[config.mk]
export PLATFORM = sky130hd
export DESIGN_NAME = seq_word_serializer
export DESIGN_NICKNAME = d
export VERILOG_FILES = /design/src/rtl/seq_word_serializer.sv
export SDC_FILE = /design/constraint.sdc
export NUM_CORES = 1
export LEC_CHECK = 0
export BUFFER_PORTS_ARGS = -buffer_cell sky130_fd_sc_hd__buf_4
export CORE_MARGIN = 3
export CORE_UTILIZATION = 56
export DETAILED_ROUTE_END_ITERATION = 10
export GPL_ROUTABILITY_DRIVEN = 0
export PLACE_DENSITY = 0.78
export REMOVE_ABC_BUFFERS = 1
export SYNTH_ARGS = -nofsm -noshare
export SYNTH_HDL_FRONTEND = slang
export SYNTH_SLANG_ARGS = --single-unit
[constraint.sdc]
create_clock -name clk -period 2.2 [get_ports clk]
set_input_delay 0.44 -clock clk [delete_from_list [all_inputs] [get_ports clk]]
set_output_delay 0.44 -clock clk [all_outputs]
set_load 0.03 [all_outputs]
[src/rtl/seq_word_serializer.sv]
// Parallel-to-serial word feeder for the sequence-detector stage.
// One shifting word plus a one-word holding buffer give gap-free streaming.
module seq_word_serializer #(
  parameter int unsigned WIDTH     = 8,
  parameter bit          MSB_FIRST = 1'b1
) (
  input  logic             clk,
  input  logic             rst,
  input  logic [WIDTH-1:0] in_data,
  input  logic             in_valid,
  output logic             in_ready,
  input  logic             stall,
  output logic             ser_out,
  output logic             ser_valid,
  output logic             word_last,
  output logic             busy
);

  localparam int unsigned CW = $clog2(WIDTH);
  localparam logic [CW-1:0] LAST_IDX = CW'(WIDTH - 1);

  typedef enum logic {
    IDLE  = 1'b0,
    SHIFT = 1'b1
  } state_t;

  state_t           state_q, state_d;
  logic [WIDTH-1:0] sr_q, sr_d;
  logic [WIDTH-1:0] hb_q, hb_d;
  logic [CW-1:0]    cnt_q, cnt_d;
  logic             hb_full_q, hb_full_d;

  logic             accept;
  logic             last_edge;
  logic [WIDTH-1:0] sr_shifted;

  assign accept    = in_valid && !hb_full_q;
  assign last_edge = (state_q == SHIFT) && !stall && (cnt_q == LAST_IDX);

  always_comb begin
    if (MSB_FIRST) begin
      sr_shifted = {sr_q[WIDTH-2:0], 1'b0};
    end else begin
      sr_shifted = {1'b0, sr_q[WIDTH-1:1]};
    end
  end

  always_comb begin
    state_d   = state_q;
    sr_d      = sr_q;
    hb_d      = hb_q;
    cnt_d     = cnt_q;
    hb_full_d = hb_full_q;

    unique case (state_q)
      IDLE: begin
        if (accept) begin
          sr_d    = in_data;
          cnt_d   = '0;
          state_d = SHIFT;
        end
      end
      SHIFT: begin
        if (!stall) begin
          if (cnt_q != LAST_IDX) begin
            sr_d  = sr_shifted;
            cnt_d = cnt_q + 1'b1;
          end else if (hb_full_q) begin
            sr_d      = hb_q;
            hb_full_d = 1'b0;
            cnt_d     = '0;
          end else if (accept) begin
            sr_d  = in_data;
            cnt_d = '0;
          end else begin
            state_d = IDLE;
          end
        end
        // An accept not consumed by the last-bit reload parks in the buffer.
        if (accept && !last_edge) begin
          hb_d      = in_data;
          hb_full_d = 1'b1;
        end
      end
      default: state_d = IDLE;
    endcase
  end

  always_ff @(posedge clk or negedge rst) begin
    if (!rst) begin
      state_q   <= IDLE;
      sr_q      <= '0;
      hb_q      <= '0;
      cnt_q     <= '0;
      hb_full_q <= 1'b0;
    end else begin
      state_q   <= state_d;
      sr_q      <= sr_d;
      hb_q      <= hb_d;
      cnt_q     <= cnt_d;
      hb_full_q <= hb_full_d;
    end
  end

  always_comb begin
    in_ready  = !hb_full_q;
    ser_out   = 1'b0;
    if (state_q == SHIFT) begin
      ser_out = MSB_FIRST ? sr_q[WIDTH-1] : sr_q[0];
    end
    ser_valid = (state_q == SHIFT) && !stall;
    word_last = (state_q == SHIFT) && (cnt_q == LAST_IDX);
    busy      = (state_q == SHIFT) || hb_full_q;
  end

endmodule

==> flow_summary.json <==
{
  "p_seq_share_pct": 46.3,
  "timing.hold.ws_ps": -3.208,
  "clk_latency_ps": 300,
  "ys_top_cells_by_area": "dfrtp_1 42%, mux2i_1 10%, mux2_2 8.9%, nand2_1 5.7%, o2111ai_1 4.9%",
  "portBuffers": 16,
  "synth_simple_gate_area_share_pct": 18.99,
  "synthXorXnorAreaFrac_pct": 0,
  "insertedDiodeCount": 0,
  "cts_sinks": 21,
  "cts_tree": "yes",
  "slew_violations": 0,
  "cts_buffer_depth": 2,
  "setup-tns-final_ps": 0,
  "cpPeakStageDelay_ps": 420,
  "cp_slowest_cell": "dfrtp_1",
  "antenna_found_initial": 0,
  "dpl.hpwl_mm": 2.014,
  "synth_top_family_by_area": "multiplexers",
  "gr-total-overflow": 0,
  "start_util_pct": 61.64,
  "critPathRequiredTime_ps": 1760,
  "wl_mm": 2.775,
  "setup_viol": 0,
  "final_common_cell": "buf_4",
  "cap_violations": 0,
  "dieArea_mm2": 0.002853,
  "combPwrFrac_pct": 39.4,
  "r2r-start": "cnt_q[0]$_DFFE_PN0P_",
  "cellInternalPower_uw": 840.6,
  "vias_per_cell": 5.988,
  "area_growth_syn_to_layout_pct": 14.41,
  "h-tree-depth": 1,
  "first_global_vias": 1025,
  "grt_pass1_wl_mm": 4.705,
  "yosysSeqAreaShare_pct": 41.75,
  "ctsRootBufferMaster": "clkbuf_4",
  "holdBufCountCts": 0,
  "drive_gt1_share_pct": 29.71,
  "slew_headroom_pct": 61.84,
  "synth_adder_area_share_pct": 1.988,
  "cts_resized": 0,
  "ioPinCount": 17,
  "die_h_um": 53.41,
  "reg2reg_slack_ps": 310,
  "synth.area.mux_share_pct": 19.28,
  "wire_per_inst_um": 16.82,
  "multi_input_area_um2": 676.9,
  "regToRegEndpoint": "hb_q[6]$_DFFE_PN0P_",
  "critPathTopFamily": "flip-flops",
  "leakage_uw": 0.0006259,
  "synth_area_mm2": 0.001259,
  "grt_max_degree": 22,
  "drcViolationCount": 0,
  "regArea_um2": 525.5,
  "synth_top_area_share_pct": 41.75,
  "endpoint_kind": "output port",
  "p_switching_uw": 504.1,
  "ir_drop_uv": 702.8,
  "syn_area_per_cell_um2": 10.49,
  "layout_common_cells": "23 x buf_4, 21 x dfrtp_1, 19 x nand2_1",
  "syn_inst": 120,
  "core_area_mm2": 0.002042,
  "first_iter_violations": 25,
  "startpoint_type": "register",
  "nNetsFinal": 153,
  "synth_compound_area_share_pct": 13.52,
  "arrival_ps": 1600,
  "worst-path-buf-inv": 2,
  "vias": 988,
  "ys_types": 28,
  "grt_setup_unrepaired": "no",
  "fmax_mhz": 490.9,
  "period_share_pct": 92.60,
  "ys_ff_latch": 21,
  "post_cts_buffers": 0,
  "n_fill_cell": 165,
  "grt_use_total_pct": 23.23,
  "path_class": "reg -> out",
  "ys_warn_count": 0,
  "status": "finished with violations",
  "yosys.area.top_type": "dfrtp_1",
  "critical_path.max_fanout": 7,
  "p_clk_share_pct": 14.2,
  "switching_share_pct": 37.49,
  "fin_crit_ps": 2037,
  "crit_chain": "ha_1 -> ha_1 -> buf_4 -> and2_1 -> buf_4",
  "cts_buffers": 3,
  "num_rows": 16,
  "min_path_type": "in -> async",
  "violations": "negative hold slack",
  "final_hold_viol_count": 13,
  "post_dp_cell_area_mm2": 0.001413,
  "fp.dieW_um": 53.41,
  "critPathLaunch": "cnt_q[0]$_DFFE_PN0P_",
  "ff2ff_path_depth": 5,
  "dr.pass1.iters": 4,
  "drtAntennaViolNets": 0,
  "fin_area_mm2": 0.001440,
  "fin_skew_ps": 5.932,
  "powerDensity_mw_per_mm2": 933.7,
  "path_clk_slew_ps": 130,
  "tightest_slew_ps": 572.4
}
## area by class of cell
cell class,count,area share (%)
flip-flops and latches,21,36.49
multi-input cells,89,47.00
well taps,27,2.346
clock inverters,1,0.3475
repair buffers,23,11.99
clock buffers,3,1.564
inverters,1,0.2606
## metal layers
metal / vias up / part of all wire [%] / global-route usage, %
met3: 4 / 4.1 / 3.099
met4: 0 / 1.0 / 8.085
met2: 22 / 49 / 38.78
met1: 486 / 46 / 30.48
li1: 476 / - / -
met5: - / 0 / 0
## how the worst max path moves through the flow
stage	to	slack, ps	cells after the start
after floorplan	hb_q[0]$_DFFE_PN0P_	260	5
after global placement	hb_q[0]$_DFFE_PN0P_	390	5
after detailed placement	hb_q[3]$_DFFE_PN0P_	320	5
after CTS	word_last	160	5
after global routing	word_last	100	5
final	word_last	160	5
## worst reg2reg max path, stage by stage, from the launching register on
cell     delay [ps]
dfrtp_1         420
ha_1            210
ha_1            210
nor2b_2         180
nor3_4          380
mux2_2          390
## stage by stage
stage	hold WS [ps]	worst slack (ps)	utilization (%)	total power [µW]	std cells
after floorplan	144.4	264.1	-	952.9	111
after global placement	340.8	394.6	69.18	1122	161
after detailed placement	341.5	321.2	69.18	1157	161
after CTS	1.069	156.5	70.53	1349	165
after global routing	7.200	100.9	70.53	1433	165
final	-3.208	162.8	70.53	1345	165
## synthesized netlist by cell type
cell type / count
buf_6: 2
a32oi_1: 2
o2111ai_1: 7
mux2_2: 10
o22ai_1: 1
or2_2: 1
and2b_1: 1
nor2b_2: 1
o211ai_1: 6
buf_1: 1
nor2_1: 2
clkbuf_1: 3
inv_1: 1
dfrtp_1: 21
nand2b_1: 2
buf_2: 3
nand3b_1: 8
mux2i_1: 13
nor2b_4: 1
nor3_4: 1
and2_1: 3
ha_1: 2
nor2b_1: 1
nand2_1: 19
a22o_1: 2
o21ai_0: 3
a22oi_1: 1
nand3_1: 2
## registers in the layout, summed over array words and instances, names as in the netlist
signal and cells:
sr_q 8, state_q 1, cnt_q 3, hb_full_q 1
hb_q 8
## logic make-up (layout without fill, tap and decap cells)
logic type,count (synthesis),after routing
flops,21,21
fa+ha+maj,2,2
simple gates,42,42
mux,23,23
compound gates,22,22
buf+inv,10,28
## power by group through the flow
stage	sequential, µW	combinational (µW)	clock, µW
after global placement	619	503	0
after floorplan	624	328	0
after CTS	620	531	198
after global routing	640	589	204
after detailed placement	629	529	0
final	623	530	191
No activity file was read; power rests on OpenSTA's default activity.
